**src/rtl/clint_mh.sv**
```systemverilog
// rtl/clint_mh.sv - multi-hart core-local interruptor with shared mtime and RTC divider
module clint_mh #(
    parameter int          HARTS     = 1,
    parameter logic [31:0] BASE_ADDR = 32'h0200_0000,
    parameter int          CLK_FREQ  = 1000000000,
    parameter int          RTC_FREQ  = 32768
) (
    input  logic             clock,
    input  logic             reset,
    input  logic             mem_valid,
    input  logic [31:0]      mem_addr,
    input  logic [31:0]      mem_wdata,
    input  logic [3:0]       mem_wstrb,
    output logic [31:0]      mem_rdata,
    output logic             mem_ready,
    output logic [HARTS-1:0] msip,
    output logic [HARTS-1:0] mtip
);

    localparam logic [31:0] DIV = 32'((CLK_FREQ / RTC_FREQ) / 2 - 1);
    localparam logic [4:0]  NH  = 5'(HARTS);

    typedef enum logic {IDLE, RESP} state_t;

    state_t      state;
    logic [31:0] div_cnt;
    logic        rtc;
    logic        rtc_d;
    logic        tick;
    logic [63:0] mtime;
    logic [63:0] mtimecmp [HARTS];
    logic [HARTS-1:0] msip_r;

    logic [31:0] off;
    logic        msip_sel;
    logic        cmp_sel;
    logic        mtime_sel;
    logic        acc;
    logic        wr_en;
    logic [31:0] rd_val;

    function automatic logic [31:0] wmerge(input logic [31:0] old, input logic [31:0] nw,
                                           input logic [3:0] strb);
        logic [31:0] r;
        r = old;
        for (int b = 0; b < 4; b++)
            if (strb[b]) r[8*b +: 8] = nw[8*b +: 8];
        return r;
    endfunction

    assign off       = mem_addr - BASE_ADDR;
    assign msip_sel  = (off[31:6] == 26'd0) && (off[1:0] == 2'b00) && ({1'b0, off[5:2]} < NH);
    assign cmp_sel   = (off[31:7] == 25'h80) && (off[1:0] == 2'b00) && ({1'b0, off[6:3]} < NH);
    assign mtime_sel = (off[31:3] == 29'h17FF) && (off[1:0] == 2'b00);
    assign acc       = (state == IDLE) && mem_valid;
    assign wr_en     = acc && (mem_wstrb != 4'b0000);
    assign tick      = rtc & ~rtc_d;
    assign msip      = msip_r;

    always_comb begin
        rd_val = 32'd0;
        if (msip_sel) begin
            for (int h = 0; h < HARTS; h++)
                if (off[5:2] == 4'(h)) rd_val = {31'd0, msip_r[h]};
        end
        if (cmp_sel) begin
            for (int h = 0; h < HARTS; h++)
                if (off[6:3] == 4'(h)) rd_val = off[2] ? mtimecmp[h][63:32] : mtimecmp[h][31:0];
        end
        if (mtime_sel) rd_val = off[2] ? mtime[63:32] : mtime[31:0];
    end

    // rtc toggles every DIV+1 clocks; tick marks each rising edge of rtc
    always_ff @(posedge clock or negedge reset) begin
        if (!reset) begin
            div_cnt <= 32'd0;
            rtc     <= 1'b0;
            rtc_d   <= 1'b0;
        end else begin
            rtc_d <= rtc;
            if (div_cnt == DIV) begin
                div_cnt <= 32'd0;
                rtc     <= ~rtc;
            end else begin
                div_cnt <= div_cnt + 32'd1;
            end
        end
    end

    always_ff @(posedge clock or negedge reset) begin
        if (!reset) begin
            state     <= IDLE;
            mem_ready <= 1'b0;
            mem_rdata <= 32'd0;
        end else begin
            case (state)
                IDLE: begin
                    if (mem_valid) begin
                        state     <= RESP;
                        mem_ready <= 1'b1;
                        mem_rdata <= rd_val;
                    end
                end
                RESP: begin
                    state     <= IDLE;
                    mem_ready <= 1'b0;
                    mem_rdata <= 32'd0;
                end
                default: begin
                    state     <= IDLE;
                    mem_ready <= 1'b0;
                    mem_rdata <= 32'd0;
                end
            endcase
        end
    end

    // A bus write to either mtime half suppresses that cycle's increment
    always_ff @(posedge clock or negedge reset) begin
        if (!reset) begin
            mtime <= 64'd0;
        end else if (wr_en && mtime_sel && !off[2]) begin
            mtime[31:0] <= wmerge(mtime[31:0], mem_wdata, mem_wstrb);
        end else if (wr_en && mtime_sel && off[2]) begin
            mtime[63:32] <= wmerge(mtime[63:32], mem_wdata, mem_wstrb);
        end else if (tick) begin
            mtime <= mtime + 64'd1;
        end
    end

    always_ff @(posedge clock or negedge reset) begin
        if (!reset) begin
            msip_r <= '0;
            mtip   <= '0;
            for (int h = 0; h < HARTS; h++)
                mtimecmp[h] <= 64'hFFFF_FFFF_FFFF_FFFF;
        end else begin
            for (int h = 0; h < HARTS; h++) begin
                mtip[h] <= (mtime >= mtimecmp[h]);
                if (wr_en && msip_sel && off[5:2] == 4'(h) && mem_wstrb[0])
                    msip_r[h] <= mem_wdata[0];
                if (wr_en && cmp_sel && off[6:3] == 4'(h)) begin
                    if (off[2])
                        mtimecmp[h][63:32] <= wmerge(mtimecmp[h][63:32], mem_wdata, mem_wstrb);
                    else
                        mtimecmp[h][31:0] <= wmerge(mtimecmp[h][31:0], mem_wdata, mem_wstrb);
                end
            end
        end
    end

endmodule

```
**config.mk**
```make
export PLATFORM = sky130hd
export DESIGN_NAME = clint_mh
export DESIGN_NICKNAME = d
export VERILOG_FILES = /design/src/rtl/clint_mh.sv
export SDC_FILE = /design/constraint.sdc
export NUM_CORES = 1
export LEC_CHECK = 0
export BUFFER_PORTS_ARGS = -buffer_cell sky130_fd_sc_hd__buf_2
export CAP_MARGIN = 20
export CORE_MARGIN = 2
export CORE_UTILIZATION = 63
export CTS_CLUSTER_SIZE = 12
export DETAILED_ROUTE_END_ITERATION = 8
export PLACE_DENSITY = 0.83
export SYNTH_ARGS = -nofsm -noshare
export SYNTH_HDL_FRONTEND = slang
export SYNTH_SLANG_ARGS = --single-unit
```
**constraint.sdc**
```tcl
create_clock -name clock -period 7.2 [get_ports clock]
set_input_delay 0.36 -clock clock [delete_from_list [all_inputs] [get_ports clock]]
set_output_delay 0.36 -clock clock [all_outputs]
set_load 0.01 [all_outputs]
```
Yosys cells after proc, flatten, opt, wreduce, memory -nomap -nowiden:

Cells that the tools add are included.
W data, S select, Z words.

* register bits after elaboration: 198
* output and inout bits: 35
* input port bits: 71

* add/subtract/negate cells: 3
* equal/unequal tests: 13
* reductions and logical operators: 39
* magnitude comparators: 3
* multiplexer cells: 22
* bitwise operators: 6

Operators with widths (count)
* $mux W32: 11
* $add A64 B1 Y64 const B: 1
* $ge A64 B64 Y1: 1
* $mux W64: 1
* $pmux W32 S2: 1
* $reduce_and A3 Y1: 16
* $add A32 B1 Y32 const B: 1
* $eq A32 B14 Y1 const B: 1
* $mux W8: 4
* $sub A32 B26 Y32 const B: 1
* $eq A29 B13 Y1 const B: 1
* $logic_not A26 Y1: 1
* $eq A25 B8 Y1 const B: 1
* $ne A2 B2 Y1 const B: 10
* $logic_and A1 B1 Y1: 15
* $logic_not A4 Y1: 2
* $lt A4 B1 Y1 const B: 2
* $not A1 Y1: 5
* $pmux W1 S2: 2
* $reduce_bool A2 Y1: 2
* $reduce_bool A4 Y1: 1
* $mux W1: 3
* $logic_not A2 Y1: 1
* $and A1 B1 Y1: 1
* $logic_not A1 Y1: 1

Depth between registers and ports, before layout:

* word-level depth: 10
* depth in mapped cells: 11
* depth with buffers taken out: 8

Worst setup path after synthesis:

No wires, ideal clock.

* kind: in2reg
* start point: input mem_addr[25]
* end point: register mtime[21]
* data arrival time: 2.567 ns
* stages on the path: 10
* buffers on the path: 2
* setup slack: 4.507 ns
* data required time: 7.073 ns
* cell sequence: inv_1 -> ha_1 -> or2_2 -> o21ai_0 -> nand4_1 -> or4_1 -> clkbuf_1 -> buf_2 -> o22ai_1 -> o2bb2a_1

* longest elaborated chain between the ends: 7
* elaborated cells on any way between the ends: 11

Ends and longest elaborated chain
* start: declaration: line 11 `input logic [31:0] mem_addr,`
* $sub A32 B26 Y32 *: line 51 `assign off = mem_addr - BASE_ADDR;`
* $eq A29 B13 Y1 *: line 54 `assign mtime_sel = (off[31:3] == 29'h17FF) && (off[1:0] == 2'b00);`
* $logic_and A1 B1 Y1 *: line 54
* $logic_and A1 B1 Y1 *: line 122, 124
* $logic_and A1 B1 Y1, on equally long branches: line 122, 124
* $ne A2 B2 Y1 (no line) / $reduce_bool A2 Y1 (equally long branches)
* $reduce_and A3 Y1 (no line)
* end signal: assignment: line 123 `mtime[31:0] <= wmerge(mtime[31:0], mem_wdata, mem_wstrb);`
* end signal: assignment: line 127 `mtime <= mtime + 64'd1;`
* end: declaration: line 30 `logic [63:0] mtime;`

Mark *: on every way between the ends. The rest lies on a longest branch, timed or not.
A chain may end at the register's enable or synchronous reset.

Final worst setup path:

* start point: register state
* end point: register mtime[34]

* longest elaborated chain between the ends: 7
* elaborated cells on any way between the ends: 11

Ends and longest elaborated chain
* start: declaration: line 25 `state_t state;`
* start signal: assignment: line 92 `state <= IDLE;`
* start signal: assignment: line 99 `state <= RESP;`
* start signal: assignment: line 105 `state <= IDLE;`
* $not A1 Y1 *
* $logic_and A1 B1 Y1 *: line 55 `assign acc = (state == IDLE) && mem_valid;`
* $logic_and A1 B1 Y1 *: line 56 `assign wr_en = acc && (mem_wstrb != 4'b0000);`
* $logic_and A1 B1 Y1 *: line 122, 124
* $logic_and A1 B1 Y1, on equally long branches: line 124, 122
* $ne A2 B2 Y1 (no line), or another cell as far along
* $reduce_and A3 Y1 (no line)
* end signal: assignment: line 125 `mtime[63:32] <= wmerge(mtime[63:32], mem_wdata, mem_wstrb);`
* end signal: assignment: line 127

Marked as above.

==> results_dict.tcl <==
set metrics [dict create \
    timing.max_cap.violations 0 \
    post-route-period-util 0.518 \
    flow.area_growth_from_synthesis_pct 10.7 \
    crit_family "simple AND/OR/NAND/NOR gates" \
    ys_dominant_reg_cell "dfrtp_1" \
    overall_power_of_the_completed_layout_mw 2.31 \
    io_pins 106 \
    crit_path_cell_trace "buf_4 > nand2b_1 > nor3_1 > and4_1 > nand2_1 > buf_4 > mux2i_1 > a22oi_1" \
    post_synth_main_area_contributors "dfrtp_1, dfstp_2, mux2_2" \
    post_synth_num_cell_types 76 \
    clock_insertion_delay_worst_skew_ns 0.46 \
    ys_ff_latch 198 \
    num_rows 52 \
    wl_per_cell_um 22.7 \
    grt_use_total 0.373 \
    finalWirelength_mm 40.3 \
    vias_per_cell 6.92 \
    total_congestion_overflow 0 \
    gp_congestion 1.01 \
    worst_ep_required_time_ns 7.52 \
    drc 0 \
    hold_class "input pin to asynchronous set/reset pin" \
    synth.cell_area_mm2 0.0132 \
    run_status "finished clean" \
    tightest_slew_ns 1.17 \
    first_global_vias 11800 \
    clkSlewWorstSetupHoldPaths_ns 0.10 \
    initial_utilization 0.646 \
    die_h_um 148 \
    drt_iter0_markers 1538 \
    port-buffer-count 105 \
    yosys.cell_count.top_type "dfrtp_1" \
    fmax_ghz 0.268 \
    yosysWarningCount 0 \
    critPathKind "flip-flop to flip-flop" \
    drv_slew 0 \
    core_area_mm2 0.0204 \
    post_route_cells_drive_above_1_share 0.226 \
    die_area_mm2 0.0220 \
    timing.final.setup_violations 0 \
    cp_data_arrival_time_ns 4.05 \
    timing.max_slew.rel_slack 0.214 \
    critical_path_top_delay_cell "nand2_1" \
    yosysTopAreaCell "dfrtp_1" \
    drt_first_pass_iters 8 \
    cpMostUsedCell "buf_4" \
    antenna_left 0 \
    grt_start_max_net_pins 118 \
    r2r-start "state$_DFF_PN0_" \
    clock_sink_count 198 \
    place.detailed.hpwl_mm 28.7 \
    yosysTopAreaCellShare 0.255 \
    worst-path-buf-inv 2 \
    finalNetCount 1636 \
    cts.hold.buffers_added 0 \
    critical_path.max_stage_delay_ns 0.70 \
    leakage_nw 6.23 \
    setup_total_negative_slack_ns 0 \
    startpoint_type "flip-flop" \
    syn_inst 1431 \
    startpoint "state$_DFF_PN0_" \
    post_synth_most_frequent_cells "dfrtp_1, nand2_1, inv_1, nor2_1, mux2_2" \
    vias 12300 \
    grt_setup_unrepaired "false" \
    hold_viol 0 \
    finalClockSkew_ns 0.0183 \
    syn-num-nets 1571 \
    power.density_mw_per_mm2 159 \
    postCtsResizedCells 0 \
    fin_area_mm2 0.0146 \
    synthArstFlopShare 1.00 \
    grt_antenna_before_repair 0 \
    cts_tree "built" \
    number_of_buffers_inserted_during_clock_tree_synthesis 17 \
    cts.root.buffer_cell "clkbuf_16" \
    cts_setup_buffers 0 \
    synth.yosys.seq_area_share 0.383 \
    htree_num_levels 4 \
    post_synth.cell_area_avg_um2 9.19 \
    period_needed_ns 3.73 \
    ir_worst_vdd_mv 0.166 \
    synth_edf_count 0 \
    nFillCells 1516 \
    grt_first_pass_wirelength_mm 64.5 \
    clock_path_buffers 2 \
    placed_area_mm2 0.0139 \
    critical_path.endpoint_type "flip-flop" \
    chipWidth_um 148 \
    path_max_fanout 34 \
]
## flip-flops by register name, summed over array words and instances (netlist names)
name,flops
state,1
rtc,1
div_cnt,32
mtimecmp,64
msip,1
mem_ready,1
mem_rdata,32
rtc_d,1
mtip,1
mtime,64
## worst register-to-register path, cell delays in order (launching register included)
cell	delay, ns
dfrtp_1	0.39
buf_4	0.25
nand2b_1	0.43
nor3_1	0.34
and4_1	0.68
nand2_1	0.71
buf_4	0.47
mux2i_1	0.23
a22oi_1	0.11
## per-stage QoR
| step | std cells | worst slack (ns) | hold slack [ns] | utilization |
|---|---|---|---|---|
| final | 1780 | 3.47 | 0.0659 | 0.715 |
| after global routing | 1779 | 3.35 | 0.140 | 0.715 |
| after CTS | 1777 | 3.62 | 0.0980 | 0.713 |
| after detailed placement | 1745 | 3.28 | 0.469 | 0.681 |
| after global placement | 1745 | 3.38 | 0.458 | 0.681 |
| after floorplan | 1431 | 4.51 | 0.0644 | - |
## kinds of logic (layout without fill, tap and decap cells)
family,count (synthesis),after routing,synth area share
buf+inv,173,251,0.0519
flops,198,198,0.383
other cells,0,1,0
xor+xnor,31,31,0.0206
simple gates,482,482,0.188
compound gates,343,343,0.180
fa+ha+maj,69,69,0.0656
mux,135,135,0.111
## final timing paths
path	slack (ns)	endpoint	cells past startpoint
min	0.07	div_cnt[28]$_DFF_PN0_	1
max reg2reg	3.47	mtime[34]$_DFFE_PN0P_	8
min reg2reg	0.48	div_cnt[31]$_DFF_PN0_	1
max in group asynchronous	5.91	mtimecmp[8]$_DFFE_PN1P_	3
max	3.47	mtime[34]$_DFFE_PN0P_	8
min in group clock	0.22	mtimecmp[3]$_DFFE_PN1P_	2
## power breakdown
group          leakage, nW  internal (mW)  total [mW]  switching, mW
Sequential            2.41           1.13        1.13        0.00750
Combinational         3.50         0.0443       0.145          0.100
Clock                0.310          0.492        1.03          0.539
## cell type report
class / instances / area (um2) / area share
Clock buffer: 17 / 425 / 0.0292
Inverter: 96 / 360 / 0.0248
Clock inverter: 15 / 220 / 0.0151
Sequential cell: 198 / 5030 / 0.346
Multi-Input combinational cell: 1060 / 7480 / 0.514
Tap cell: 270 / 338 / 0.0232
Antenna cell: 1 / 2.50 / 0.000172
Timing Repair Buffer: 123 / 692 / 0.0475
## placed cells by master (no fill, tap or decap), types with 6 or more instances in the layout
| cell | n |
|---|---|
| o221a_2 | 14 |
| xor2_1 | 13 |
| inv_1 | 95 |
| dfstp_2 | 64 |
| nand4_1 | 41 |
| a32oi_1 | 6 |
| mux2i_1 | 49 |
| and4_1 | 13 |
| clkbuf_16 | 17 |
| o21ai_0 | 81 |
| buf_2 | 103 |
| buf_4 | 17 |
| and3_1 | 24 |
| xnor2_1 | 18 |
| nor4_1 | 23 |
| o31ai_1 | 9 |
| nand2_1 | 108 |
| o21ai_1 | 7 |
| dfrtp_1 | 134 |
| a211oi_1 | 41 |
| o211ai_1 | 21 |
| or4_1 | 12 |
| a21oi_1 | 33 |
| o22ai_1 | 15 |
| nand3_1 | 66 |
| mux2_2 | 85 |
| ha_1 | 69 |
| nor2_1 | 93 |
| a31oi_1 | 19 |
| nor3_1 | 54 |
| a22oi_1 | 50 |
| a221oi_1 | 6 |
| or3_1 | 8 |
| a221o_1 | 6 |
## per-layer routing
metal	GRT usage	vias up	wire, um
met1	0.492	5869	15800
met2	0.577	770	17900
li1	-	5515	-
met4	0.191	0	2230
met3	0.0877	167	4360
met5	0	-	0
Note: power is estimated with default switching activity, not from simulation.
